<file path="src/rtl/conv_enc.sv">
`default_nettype none
// ----------------------------------------------------------------------------
// conv_enc: rate-1/2, K=4 convolutional encoder with zero-tail termination
// Rev 1.0
// ----------------------------------------------------------------------------
module conv_enc #(
  parameter int          LEN_W = 8,
  parameter logic [3:0]  G0    = 4'b1111,
  parameter logic [3:0]  G1    = 4'b1101
) (
  input  logic             clk,
  input  logic             rst,
  input  logic             enable,
  input  logic             start,
  input  logic [LEN_W-1:0] frame_len,
  input  logic             d_in,
  input  logic             d_in_valid,
  output logic             d_in_ready,
  output logic [1:0]       code_out,
  output logic             code_valid,
  input  logic             code_ready,
  output logic             busy,
  output logic             done
);

  typedef enum logic [1:0] {
    S_IDLE  = 2'd0,
    S_DATA  = 2'd1,
    S_TAIL  = 2'd2,
    S_DRAIN = 2'd3
  } state_t;

  state_t           state_q, state_d;
  logic [LEN_W-1:0] len_q, len_d;
  logic [LEN_W-1:0] cnt_q, cnt_d;
  logic [1:0]       tail_q, tail_d;
  logic [2:0]       sr_q, sr_d;
  logic [1:0]       code_q, code_d;
  logic             valid_q, valid_d;
  logic             done_q, done_d;

  logic             free;
  logic             load;
  logic             bit_in;
  logic [3:0]       v;
  logic             p0, p1;

  assign free       = !valid_q || code_ready;
  assign d_in_ready = (state_q == S_DATA) && free;

  always_comb begin
    state_d = state_q;
    len_d   = len_q;
    cnt_d   = cnt_q;
    tail_d  = tail_q;
    sr_d    = sr_q;
    code_d  = code_q;
    valid_d = valid_q;
    done_d  = 1'b0;
    load    = 1'b0;
    bit_in  = 1'b0;

    case (state_q)
      S_IDLE: begin
        if (start && (frame_len != '0)) begin
          len_d   = frame_len;
          sr_d    = 3'b000;
          cnt_d   = '0;
          state_d = S_DATA;
        end
      end
      S_DATA: begin
        if (d_in_valid && free) begin
          load   = 1'b1;
          bit_in = d_in;
          cnt_d  = cnt_q + LEN_W'(1);
          if (cnt_q == len_q - LEN_W'(1)) begin
            tail_d  = 2'd0;
            state_d = S_TAIL;
          end
        end
      end
      S_TAIL: begin
        // Flushing zeros walks the trellis back to state 0 in three steps.
        if (free) begin
          load   = 1'b1;
          tail_d = tail_q + 2'd1;
          if (tail_q == 2'd2) begin
            state_d = S_DRAIN;
          end
        end
      end
      S_DRAIN: begin
        if (!valid_q) begin
          done_d  = 1'b1;
          state_d = S_IDLE;
        end
      end
      default: state_d = S_IDLE;
    endcase

    v  = {bit_in, sr_q};
    p0 = ^(v & G0);
    p1 = ^(v & G1);

    if (load) begin
      sr_d    = {bit_in, sr_q[2:1]};
      code_d  = {p1, p0};
      valid_d = 1'b1;
    end else if (valid_q && code_ready) begin
      valid_d = 1'b0;
    end

    if (!enable) begin
      state_d = S_IDLE;
      len_d   = '0;
      cnt_d   = '0;
      tail_d  = 2'd0;
      sr_d    = 3'b000;
      code_d  = 2'b00;
      valid_d = 1'b0;
      done_d  = 1'b0;
    end
  end

  always_ff @(posedge clk or negedge rst) begin
    if (!rst) begin
      state_q <= S_IDLE;
      len_q   <= '0;
      cnt_q   <= '0;
      tail_q  <= 2'd0;
      sr_q    <= 3'b000;
      code_q  <= 2'b00;
      valid_q <= 1'b0;
      done_q  <= 1'b0;
    end else begin
      state_q <= state_d;
      len_q   <= len_d;
      cnt_q   <= cnt_d;
      tail_q  <= tail_d;
      sr_q    <= sr_d;
      code_q  <= code_d;
      valid_q <= valid_d;
      done_q  <= done_d;
    end
  end

  assign code_out   = code_q;
  assign code_valid = valid_q;
  assign done       = done_q;
  assign busy       = (state_q != S_IDLE);

endmodule
`default_nettype wire

</file>
<file path="config.mk">
export PLATFORM = sky130hd
export DESIGN_NAME = conv_enc
export DESIGN_NICKNAME = d
export VERILOG_FILES = /design/src/rtl/conv_enc.sv
export SDC_FILE = /design/constraint.sdc
export NUM_CORES = 1
export LEC_CHECK = 0
export BUFFER_PORTS_ARGS = -buffer_cell sky130_fd_sc_hd__buf_4
export CAP_MARGIN = 5
export CORE_ASPECT_RATIO = 0.6
export CORE_MARGIN = 3
export CORE_UTILIZATION = 57
export CTS_BUF_LIST = sky130_fd_sc_hd__clkbuf_8 sky130_fd_sc_hd__clkbuf_16
export DETAILED_ROUTE_END_ITERATION = 10
export GPL_ROUTABILITY_DRIVEN = 0
export PLACE_DENSITY = 0.79
export SLEW_MARGIN = 10
export SYNTH_ARGS = -nofsm -noshare
export SYNTH_HDL_FRONTEND = slang
export SYNTH_SLANG_ARGS = --single-unit
</file>
<file path="constraint.sdc">
create_clock -name clk -period 2.8 [get_ports clk]
set_input_delay 0.14 -clock clk [delete_from_list [all_inputs] [get_ports clk]]
set_output_delay 0.14 -clock clk [all_outputs]
set_load 0.02 [all_outputs]
</file>
---- After elaboration in Yosys (flattened, before gate mapping) ----
Cells that the tools add are included.
storage, ports and cells
  register bits ........................... 27
  output and inout bits ................... 6
  word-level logic and storage cells ...... 83
  input bits .............................. 15
operators by class
  add/subtract/negate cells ............... 3
  equality and inequality tests ........... 19
  mux-type cells .......................... 37
  reductions and logical operators ........ 16
operator list
  operator             number
  $mux 8               6
  $mux 2               13
  $pmux 8 s2           1
  $ne 3x1->1 const B   5
  $mux 3               4
  $ne 3x3->1 const B   4
  $mux 1               10
  $add 8x1->8 const B  1
  $eq 8x8->1           1
  $pmux 2 s4           1
  $reduce_bool 8->1    1
  $reduce_xor 4->1     2
  $sub 8x1->8 const B  1
  $eq 2x2->1 const B   3
  $ne 2x1->1 const B   3
  $ne 3x2->1 const B   2
  $reduce_and 6->1     1
  $logic_and 1x1->1    4
  $pmux 2 s2           1
  $reduce_and 2->1     2
  $reduce_and 4->1     1
  $reduce_and 3->1     1
  $add 2x1->2 const B  1
  $eq 2x1->1 const B   1
  other kinds (5)      5

---- Depth between registers and ports, before layout ----
  depth in word-level cells ............... 8
  gate-level depth with buffers ........... 8
  gate-level depth less buffers ........... 8

---- Least setup slack after synthesis ----
Ideal clock, no wire load.
  kind .................................... reg-to-reg
  start ................................... register len_q[0]
  end ..................................... register state_q[0]
  setup time .............................. 0.120 ns
  cell stages (with the launch flop) ...... 7
  clock period less this slack ............ 2.142 ns
  arrival time ............................ 2.022 ns
  setup slack ............................. 0.658 ns
  buffers on the path ..................... 0
  data required time ...................... 2.680 ns
  cell sequence ........................... dfrtp_1 -> or3_4 -> or4_1 -> xnor2_1 -> and4_2 -> o21a_2 -> o211a_1
between the ends
  cells in the longest elaborated chain, start to end .. 4
ends and longest elaborated chain
  element                     RTL line  text
  start: declaration          34        logic [LEN_W-1:0] len_q, len_d;
  start signal: assignment    138       len_q <= len_d;
  $sub 8x1->8                 77        if (cnt_q == len_q - LEN_W'(1)) begin
  $eq 8x8->1                  77
  $ne 3x2->1 (no line)        --
  $reduce_and 6->1 (no line)  --
  end signal: assignment      137       state_q <= state_d;
  end: declaration            33        state_t state_q, state_d;
Every way passes these cells.
A chain may end at the register's enable or synchronous reset.

---- Worst setup path after layout ----
  start ................................... register len_q[0]
  end ..................................... register state_q[1]
Same word-level chain as after synthesis.

==> reports/results.txt <==
status: complete, no violations
largest cells by area after synthesis: dfrtp_1 (41%), xnor2_1 (5.8%), ha_1 (5.3%), nand3_1 (4.2%), xor2_1 (4.2%)
antenna-violating nets left: 0
first-pass GRT wire length: 6.24 mm
Seq/Total Area, Yosys: 0.410
pre-CTS WS: 0.542 ns
Synth Warn #: 0
element type at the critical path start: register
Power Total: 1.32 mW
worst reg2reg path depth: 6
hold_sp: frame_len[6]
CP peak stage delay: 0.43 ns
power density over cell area: 707 mW/mm2
reg2reg end: state_q[1]$_DFFE_PN0P_
worst relative slew slack: 0.549
total CTS buffers: 3
Detailed Place HPWL: 2.83 mm
total track usage: 0.237
remaining global-route overflow: 0
Post-synth EDFFs: 0
RSZ-0062 raised after global routing: false
Leakage: 0.847 nW
clk sink count: 27
Compound-Gate Fraction of Synth Area: 0.165
Max rail drop VDD: 388 uV
final setup TNS: 0 ns
layout cell share with drive strength beyond 1: 0.161
CP arrival: 2.49 ns
routed length on met1: 1.83 mm
Post-synth ARST share: 1.00
max_cap viols: 0
post-synthesis adder-cell area fraction: 0.0531
synthesized area: 0.00165 mm2
first drt pass iteration count: 4
post-synthesis xor/xnor area fraction: 0.101
cell-by-cell trace of the critical path: or3_4 -> or3_1 -> a2111oi_0 -> and4_2 -> o21a_2 -> mux2i_1
FP Rows: 14
vias per inst: 6.08
main combinational cell family by area after synthesis: simple AND/OR/NAND/NOR gates
clock-pin slew on the worst setup and hold paths: 0.10 ns
Post-CTS Setup Inserts: 0
most frequent cells after synthesis: dfrtp_1 (27), inv_1 (14), nand2_1 (14), nand3_1 (14), a21oi_1 (13)
largest net degree at the start of global routing: 28
final wirelength: 3.75 mm
met3 WL: 209 um
H-tree Lvls: 1
die height: 47.7 um
hold path endpoint: len_q[6]$_DFFE_PN0P_
Synth Net Count: 204
period utilisation layout: 0.816
Seq cells post-synth: 27
predominant post-synthesis flop cell: dfrtp_1
Avg Synthesized Cell Area: 9.06 um2
post-layout min period: 2.29 ns
Synth area leader: dfrtp_1
Yosys cell types: 44
Worst Hold Depth: 3
r2r startpoint: len_q[0]$_DFFE_PN0P_
Ant. Diodes: 0
most frequent cell after synthesis: dfrtp_1
CTS root buf: clkbuf_8
Hold Crit Class: input pin to register
Final Cell Area: 0.00187 mm2
reg2reg setup slack: 0.51 ns
initial drt markers: 83
Post-CTS Hold Buffers: 1
Finished Layout Cells: 231
die area: 0.00360 mm2
Crit Path Max Fanout: 5
DRC Markers: 0
worst setup margin: 0.514 ns
mux contribution to synthesized area: 0.0121
vias in the first global route: 1,311
io pins: 21
post-route core utilization: 0.710
final hold viol count: 0
Mapped Cells: 182
Final Max Slew Viols: 0
Layout Nets: 222
area grow syn2layout: 13.2%
top cell type's share of synthesized area: 0.410
Critical Path End Type: register
vias: 1,404
number of port buffers: 20
met2 wire length: 1.70 mm
clock buffer depth: 2
Worst Path Required: 3.00 ns
FILL cells: 202
Slowest-stage cell, CP: dfrtp_1
post-synthesis simple-gate area fraction: 0.206
hold slack: 0.137 ns
initial core utilization: 0.628
placed insts: 226
WL per Instance: 16.2 um
Cell Area, Placed: 0.00181 mm2
Max Used Layer: met4
Least-Margin Pin Slew: 0.676 ns
CP Class: register to register
CTS resizes: 0
Final Setup Violations: 0
die width: 75.4 um
area of the core: 0.00263 mm2
initial antenna violation count: 0
CTS tree: done
Setup Skew: 0.00765 ns
Fmax: 437 MHz
Clk Latency, worst-skew pair: 0.28 ns
## worst max path at each step
stage,cells after the start,from,to
final,6,len_q[0]$_DFFE_PN0P_,state_q[1]$_DFFE_PN0P_
after detailed placement,6,len_q[0]$_DFFE_PN0P_,state_q[1]$_DFFE_PN0P_
after global routing,6,len_q[0]$_DFFE_PN0P_,state_q[1]$_DFFE_PN0P_
after floorplan,6,len_q[0]$_DFFE_PN0P_,state_q[0]$_DFFE_PN0P_
after global placement,6,len_q[0]$_DFFE_PN0P_,state_q[1]$_DFFE_PN0P_
after CTS,6,len_q[0]$_DFFE_PN0P_,state_q[1]$_DFFE_PN0P_
## state kept, by name, summed over array words and instances (netlist names)
register,cells
cnt_q,8
code_out,2
code_valid,1
done,1
len_q,8
sr_q,3
state_q,2
tail_q,2
## worst max-delay path, delay by kind of cell, from the launching register on
kind,cells,cell delay (ns)
multiplexers,1,0.19
AND/OR/NAND/NOR,3,1.08
flip-flops,1,0.43
AO/OA/AOI/OAI,2,0.52
## placed cells by master, fill, tap and decap left out, types with 3 or more instances in the layout
master | synthesis | final
a21oi_1 | 13 | 13
a31oi_1 | 3 | 3
buf_4 | 0 | 21
clkbuf_8 | 0 | 3
dfrtp_1 | 27 | 27
ha_1 | 7 | 7
inv_1 | 14 | 14
nand2_1 | 14 | 14
nand3_1 | 14 | 14
nand4_1 | 4 | 4
nor2_1 | 9 | 9
nor2b_1 | 3 | 3
o2111ai_1 | 3 | 3
o211ai_1 | 3 | 3
o21ai_0 | 6 | 6
or4_1 | 3 | 3
xnor2_1 | 11 | 11
xor2_1 | 8 | 8
## layer usage
layer,vias up,global-route usage
met5,-,0
met4,0,0.0627
met3,2,0.0587
met2,41,0.372
met1,685,0.332
li1,676,-
## area by class of cell
type                    count  area, um2  share of cell area
flip-flops and latches     27        676               0.362
inverters                  14       52.6              0.0282
well taps                  32       40.0              0.0214
clock inverters             1       5.00             0.00268
clock buffers               3       41.3              0.0221
repair buffers             22        168              0.0898
multi-input cells         132        885               0.474
## cells by family (layout without fill, tap and decap cells)
group / after synthesis / in the layout
adders and majority gates: 7 / 7
xor gates and xnor gates: 19 / 19
buffers and inverters: 23 / 40
muxes: 2 / 2
and+or+nand+nor: 63 / 63
DFF: 27 / 27
AOI/OAI and AO/OA: 41 / 41
## report_power, final
| group | internal [mW] | total [mW] | switching (mW) |
|---|---|---|---|
| clock network | 0.0999 | 0.225 | 0.125 |
| logic | 0.248 | 0.602 | 0.353 |
| registers | 0.436 | 0.492 | 0.0567 |
Power figures use the tool's default switching activity.
